==> src/rtl/idex_if.sv <==
// ID/EX boundary bundle: decode-side handshake, execute-side handshake and flush.
// A transfer happens on a rising edge where valid & ready are both high; valid
// and payload must stay stable until that edge, and ready never depends on valid.
interface idex_if #(
  parameter int XLEN = 32,
  parameter int PW   = 5*XLEN+20
);
  logic          flush;
  logic          id_valid;
  logic          id_ready;
  logic [PW-1:0] id_payload;
  logic          ex_valid;
  logic          ex_ready;
  logic [PW-1:0] ex_payload;

  modport master (
    output flush, id_valid, id_payload, ex_ready,
    input  id_ready, ex_valid, ex_payload
  );

  modport slave (
    input  flush, id_valid, id_payload, ex_ready,
    output id_ready, ex_valid, ex_payload
  );
endinterface

==> src/rtl/idex_stage.sv <==
// ID/EX pipeline register with optional two-entry skid buffer, flush and
// control squashing on bubbles; occupancy mirrors the FSM state register.
module idex_stage #(
  parameter int XLEN  = 32,
  parameter int SKID  = 1,
  parameter int CNT_W = 16,
  parameter int PW    = 5*XLEN+20
) (
  input  logic             clk,
  input  logic             rst_n,
  idex_if.slave            bus,
  output logic [1:0]       occupancy,
  output logic [CNT_W-1:0] stall_cnt
);
  typedef enum logic [1:0] {
    EMPTY = 2'd0,
    ONE   = 2'd1,
    FULL  = 2'd2
  } state_t;

  state_t        state;
  logic          ready_q;
  logic [PW-1:0] head_q;
  logic [PW-1:0] second_q;
  logic          ex_valid;
  logic          accept;
  logic          consume;

  assign ex_valid  = (state != EMPTY);
  assign occupancy = state;
  assign accept    = bus.id_valid & bus.id_ready;
  assign consume   = ex_valid & bus.ex_ready;

  // Skid mode decodes ready from a register only, cutting the ex_ready -> id_ready path.
  if (SKID != 0) begin : g_skid
    assign bus.id_ready = ready_q;
  end else begin : g_single
    assign bus.id_ready = !ex_valid | bus.ex_ready;
  end

  assign bus.ex_valid   = ex_valid;
  assign bus.ex_payload = {head_q[PW-1:7], ex_valid ? head_q[6:0] : 7'd0};

  always_ff @(posedge clk) begin
    if (!rst_n) begin
      state   <= EMPTY;
      ready_q <= 1'b1;
    end else if (bus.flush) begin
      state   <= EMPTY;
      ready_q <= 1'b1;
    end else begin
      unique case (state)
        EMPTY: begin
          if (accept) state <= ONE;
          ready_q <= 1'b1;
        end
        ONE: begin
          if (accept && !consume) begin
            state   <= FULL;
            ready_q <= 1'b0;
          end else if (consume && !accept) begin
            state   <= EMPTY;
            ready_q <= 1'b1;
          end
        end
        FULL: begin
          if (consume) begin
            state   <= ONE;
            ready_q <= 1'b1;
          end
        end
        default: begin
          state   <= EMPTY;
          ready_q <= 1'b1;
        end
      endcase
    end
  end

  // Payload storage carries no reset; validity lives entirely in the state register.
  always_ff @(posedge clk) begin
    if (rst_n && !bus.flush) begin
      if (accept && (state == EMPTY || consume)) begin
        head_q <= bus.id_payload;
      end else if (state == FULL && consume) begin
        head_q <= second_q;
      end
      if (accept && state == ONE && !consume) begin
        second_q <= bus.id_payload;
      end
    end
  end

  always_ff @(posedge clk) begin
    if (!rst_n) begin
      stall_cnt <= '0;
    end else if (ex_valid && !bus.ex_ready && stall_cnt != '1) begin
      stall_cnt <= stall_cnt + CNT_W'(1);
    end
  end
endmodule

==> src/flat_wrapper.sv <==
// flat-port wrapper written by rule: the top's interface ports become plain ports
module idex_stage_flat 
#(
  parameter int XLEN  = 32,
  parameter int SKID  = 1,
  parameter int CNT_W = 16,
  parameter int PW    = 5*XLEN+20
)
  (clk, rst_n, occupancy, stall_cnt, bus_flush, bus_id_valid, bus_id_payload, bus_ex_ready, bus_id_ready, bus_ex_valid, bus_ex_payload);
  idex_if #(.XLEN(XLEN), .PW(PW)) bus_i ();
  input  logic clk;
  input  logic rst_n;
  output logic [1:0] occupancy;
  output logic [CNT_W-1:0] stall_cnt;
  input wire logic [$bits(bus_i.flush)-1:0] bus_flush;
  input wire logic [$bits(bus_i.id_valid)-1:0] bus_id_valid;
  input wire logic [$bits(bus_i.id_payload)-1:0] bus_id_payload;
  input wire logic [$bits(bus_i.ex_ready)-1:0] bus_ex_ready;
  output wire logic [$bits(bus_i.id_ready)-1:0] bus_id_ready;
  output wire logic [$bits(bus_i.ex_valid)-1:0] bus_ex_valid;
  output wire logic [$bits(bus_i.ex_payload)-1:0] bus_ex_payload;
  assign bus_i.flush = bus_flush;
  assign bus_i.id_valid = bus_id_valid;
  assign bus_i.id_payload = bus_id_payload;
  assign bus_i.ex_ready = bus_ex_ready;
  assign bus_id_ready = bus_i.id_ready;
  assign bus_ex_valid = bus_i.ex_valid;
  assign bus_ex_payload = bus_i.ex_payload;
  idex_stage #(.XLEN(XLEN), .SKID(SKID), .CNT_W(CNT_W), .PW(PW)) u_core (.clk(clk), .rst_n(rst_n), .bus(bus_i), .occupancy(occupancy), .stall_cnt(stall_cnt));
endmodule
==> config.mk <==
export PLATFORM = sky130hd
export DESIGN_NAME = idex_stage_flat
export DESIGN_NICKNAME = d
export VERILOG_FILES = /design/src/rtl/idex_if.sv /design/src/rtl/idex_stage.sv /design/src/flat_wrapper.sv
export SDC_FILE = /design/constraint.sdc
export NUM_CORES = 1
export LEC_CHECK = 0
export CELL_PAD_IN_SITES_DETAIL_PLACEMENT = 1
export CELL_PAD_IN_SITES_GLOBAL_PLACEMENT = 1
export CORE_MARGIN = 2
export CORE_UTILIZATION = 44
export CTS_BUF_LIST = sky130_fd_sc_hd__clkbuf_4 sky130_fd_sc_hd__clkbuf_8 sky130_fd_sc_hd__clkbuf_16
export CTS_CLUSTER_SIZE = 28
export DETAILED_ROUTE_END_ITERATION = 8
export PLACE_DENSITY_LB_ADDON = 0.05
export SETUP_SLACK_MARGIN = 0.15
export SLEW_MARGIN = 20
export SYNTH_ARGS = -nofsm -noshare
export SYNTH_HDL_FRONTEND = slang
export SYNTH_SLANG_ARGS = --single-unit
==> constraint.sdc <==
create_clock -name clk -period 28.7 [get_ports clk]
set_input_delay 4.305 -clock clk [delete_from_list [all_inputs] [get_ports clk]]
set_output_delay 4.305 -clock clk [all_outputs]
set_load 0.01 [all_outputs]
## Word-level counts from Yosys, hierarchy flattened

Cells that the tools add are included.

| word-level totals | value |
|---|---|
| bits in latches | 0 |
| output and inout port bits | 200 |
| bits in registers | 379 |
| memories kept | 0 |
| logic and storage cells | 49 |
| bits in writable memories | 0 |
| input port bits | 185 |
| memory bits (read-only) | 0 |

| cells by class | value |
|---|---|
| $mul | 0 |
| mux-type cells | 12 |
| eq/ne operators | 6 |
| add/sub/neg operators | 1 |
| $lt $le $gt $ge | 0 |
| bitwise gates (word level) | 3 |
| reductions and logical operators | 22 |
| div/mod/pow operators | 0 |
| shifts and indexed selects | 0 |

Operator list:

| operator | number |
|---|---|
| 2-to-1 mux 180 bit | 2 |
| adder 16 x 1 -> 16 bit (second input constant) | 1 |
| != test 16 bit (second input constant) | 1 |
| logical AND 1 bit | 9 |
| 2-to-1 mux 2 bit | 4 |
| 2-to-1 mux 7 bit | 1 |
| one-hot mux 2 bit (3 select lines) | 1 |
| AND reduction 2 bit | 3 |
| logical NOT 1 bit | 4 |
| != test 2 x 1 -> 1 bit (second input constant) | 2 |
| nonzero test 2 bit | 2 |
| 2-to-1 mux 1 bit | 3 |
| != test 3 x 1 -> 1 bit (second input constant) | 1 |
| AND reduction 3 bit | 1 |
| AND 1 bit | 2 |
| == test 2 x 1 -> 1 bit (second input constant) | 1 |
| == test 2 bit (second input constant) | 1 |
| logical NOT 2 bit | 1 |
| one-hot mux 1 bit (2 select lines) | 1 |
| OR reduction 2 bit | 1 |
| logical OR 1 bit | 1 |
| NOT 1 bit | 1 |

## Logic depth before layout (Yosys ltp)

| logic depth | value |
|---|---|
| word-level depth | 6 |
| gate-level depth with buffers | 6 |
| gate-level depth less buffers | 5 |

## Worst setup path after synthesis

Ideal clock, no wire load.

| timing | value |
|---|---|
| path kind | input port to flip-flop |
| from | input rst_n |
| to | register u_core.second_q[0] (enable) |
| path buffers | 1 |
| library setup time | 0.723 ns |
| arrival | 12.447 ns |
| path slack | 15.530 ns |
| stages on the path | 4 |
| required time | 27.977 ns |
| cells stage by stage | clkbuf_1 > nand2b_1 > or2_2 > nor2_1 |

| on the way | value |
|---|---|
| word-level cells in the longest chain between the ends | 2 |

Ends and longest elaborated chain:

| element | RTL line | text |
|---|---|---|
| start: declaration | flat_wrapper.sv:12 | `input logic rst_n;` |
| logical AND 1 bit | idex_stage.sv:82 | `if (rst_n && !bus.flush) begin` |
| AND reduction 2 bit (no line) | -- |  |
| end signal: assignment | idex_stage.sv:89 | `second_q <= bus.id_payload;` |
| end: declaration | idex_stage.sv:24 | `logic [PW-1:0] second_q;` |

No other way between the ends.
A chain may end at the register's enable or synchronous reset.

## Worst setup path after layout

| timing | value |
|---|---|
| from | input bus_id_valid |
| to | register u_core.head_q[150] (enable) |

| on the way | value |
|---|---|
| word-level cells in the longest chain between the ends | 4 |

Ends and longest elaborated chain:

| element | RTL line | text |
|---|---|---|
| start: declaration | flat_wrapper.sv:16 | `input wire logic [$bits(bus_i.id_valid)-1:0] bus_id_valid;` |
| AND 1 bit | idex_stage.sv:31 | `assign accept = bus.id_valid & bus.id_ready;` |
| logical AND 1 bit | idex_stage.sv:83 | `if (accept && (state == EMPTY \|\| consume)) begin` |
| nonzero test 2 bit (no line) | -- |  |
| AND reduction 2 bit (no line) | -- |  |
| end signal: assignment | idex_stage.sv:84 | `head_q <= bus.id_payload;` |
| end signal: assignment | idex_stage.sv:86 | `head_q <= second_q;` |
| end: declaration | idex_stage.sv:23 | `logic [PW-1:0] head_q;` |

No other way between the ends.

==> results.toml <==
[global_route]
grt_pass1_vias = 8203
track_usage = 0.1838
grt_antenna_before_repair = 9
grt_max_degree = 75
grt_first_pass_wirelength_um = 50610
overflow = 0

[yosys]
netlist_area_um2 = 15290
ys_warn_count = 0
netlist_top_cells_count = "edfxtp_1 (360), mux2_2 (180), buf_4 (173)"
synth.area.top_cells = "edfxtp_1 (71%), mux2_2 (13%), buf_4 (8.5%)"
synthDistinctLibCells = 34
synth_top_area_frac = 0.7069
synth_edf_count = 360
synth-seq-cells = 379
yosysMostFrequentCell = "edfxtp_1"
synth_top_area_cell = "edfxtp_1"
netlist_instances = 866
ys_async_sr_fraction = 0
syn-num-nets = 1052
avgSynthCellArea_um2 = 17.66
synthFlopType = "edfxtp_1"
yosysSeqAreaShare = 0.7318

[worst_setup_path]
slowest_stage = "nor2_4"
path_cells = "clkdlybuf4s50_1, nand3b_1, a21oi_1, nor2b_1, nor2_4, buf_4, buf_4"
critPathBufInv = 3
cpMostUsedCell = "buf_4"
cp-end-kind = "flop"
worstSetupStartpointType = "input pin"
critical_path_class = "input pin to flop"
crit_path_start = "bus_id_valid"
critPathArrivalTime_ps = 7210
timing.rr.start = "u_core.occupancy[1]$_SDFFE_PP0P_"
path_delay_family = "buffers and inverters"
required_ps = 28850
crit_path_max_fanout = 50
cp_slowest_stage_delay_ps = 710

[placement]
gp_congestion = 0.7674
dp.cells = 1517
io_buffers = 384
dpl_cell_area_um2 = 18400
place_hpwl_um = 22690
dp_slack_ps = 21080

[floorplan]
die_w_um = 190.4
coreArea_um2 = 34370
start_util = 0.4449
die_area_um2 = 36260
die_y_um = 190.4
io_pins = 385
rows = 68

[power_and_ir_drop]
powerDensity_nw_per_um2 = 61.43
power.leakage_nw = 6.464
pwr-share-comb = 0.075
swShare = 0.2031
switchingPower_mw = 0.2454
p_seq_frac = 0.515
p_int_mw = 0.9631
power_mw = 1.209
power_frac_clock = 0.410
vdd_ir_drop_max_mv = 0.04547

[route]
routed_via_density = 4.889
wirelength_um = 33720
wire_per_inst_um = 21.15
met2_wirelength_um = 16500
antenna_left = 0
wl_met3_um = 3302
wl_met1_um = 13220
top_layer_used = "met5"
route.detailed.drc = 0
vias = 7793
drt_iter0_markers = 358
first_pass_iters = 5

[clock_network]
cts-buffers-inserted = 42
ctsLongestPathBuffers = 3
h-tree-depth = 2
cts.sinks = 379
cts-root-buf = "clkbuf_16"
post_cts_buffers = 0
clkTransAtPathRegs_ps = 60
cts.repair.resized = 0
clk_latency_ps = 520
ctsHoldBuffers = 0
cts_tree = "built"

[final_layout]
drive_above_1_share = 0.2310
fillers = 3131
design_area_um2 = 19670
syn_to_final_growth_pct = 28.65
utilization = 0.5724
stdcell_count = 1594
fin_nets = 1292

[sta]
hold_ws_ps = 495.6
skew_ps = 11.93
finalWorstSetupSlack_ps = 21650
final_max_slew_viol_count = 0
fin_setup_tns_ps = 0
period_minus_slack_ps = 7055
fin_crit_sh = 0.2458
relSlewSlack = 0.3250
hold_viol = 0
final-setup-viol-count = 0
rsz0062_at_grt = "no"
fmax_mhz = 141.7
worst_pin_slew_ps = 1012

[outcome]
status = "finished, final reports clean"

[flow_run]
cap_viol_max_count = 0

[worst_hold_path]
hp-class = "flop to flop"
worstHoldStart = "u_core.stall_cnt[14]$_SDFFE_PN0P_"
[registers in the layout, indices dropped and copies added (netlist names)]
signal	flops
u_core.occupancy	2
u_core.bus.id_ready	1
u_core.head_q	180
u_core.stall_cnt	16
u_core.second_q	180
[tightest hold or removal path, cell delays in order, from the launching register on]
cell and delay [ps]:
dfxtp_1 330, o41ai_1 60, a21oi_1 60
[layout make-up]
class                      count  area (um^2)  share of cell area
multi-input combinational    284         2704              0.1374
tap                          455        569.3             0.02894
clock buffer                  57         1187             0.06035
timing repair buffer         393         3911              0.1988
inverter                       6        22.52            0.001145
clock inverter                15        76.32            0.003879
sequential                   379        11190              0.5688
antenna                        5        12.51           0.0006360
[power by group through the flow]
stage | Sequential [mW] | Combinational [mW] | Clock, mW
after floorplan | 0.637 | 0.0467 | 0
after global placement | 0.634 | 0.0900 | 0
after detailed placement | 0.634 | 0.0913 | 0
after CTS | 0.623 | 0.0919 | 0.512
after global routing | 0.623 | 0.0972 | 0.529
final | 0.623 | 0.0903 | 0.496
[worst paths after layout]
kind | to | slack (ps) | cells after the start
worst max-delay path | u_core.head_q[150]$_DFFE_PP_ | 21650 | 7
worst min-delay path | u_core.stall_cnt[14]$_SDFFE_PN0P_ | 500 | 2
worst max register to register | u_core.head_q[105]$_DFFE_PP_ | 25370 | 5
worst min register to register | u_core.stall_cnt[14]$_SDFFE_PN0P_ | 500 | 2
[placed cells by master, fill, tap and decap left out, types with 4 or more instances in the layout]
master / instances
diode_2: 5
nand4_1: 4
a21oi_1: 15
dfxtp_1: 19
nand3_1: 8
clkinv_2: 4
o31ai_1: 8
inv_1: 6
clkbuf_4: 13
clkinv_1: 8
o21ai_0: 5
nor3_1: 5
or3_1: 5
clkbuf_16: 43
nand2_1: 10
nor2b_1: 9
or4_1: 7
mux2_2: 180
nand2b_1: 4
clkdlybuf4s50_1: 384
buf_4: 9
edfxtp_1: 360
[routing by layer]
metal | track usage | vias to the layer above
met3 | 0.07435 | 50
met5 | 0 | -
li1 | - | 3582
met2 | 0.2936 | 254
met1 | 0.2297 | 3899
met4 | 0.05575 | 8
[cell families after synthesis]
family,count (synthesis),synth area share
multiplexers,182,0.1339
AO/OA/AOI/OAI,36,0.01505
flip-flops,379,0.7318
adder cells (fa/ha/maj),1,0.0008181
AND/OR/NAND/NOR,65,0.02463
buffers and inverters,203,0.09385
(Power assumes the default switching activity.)
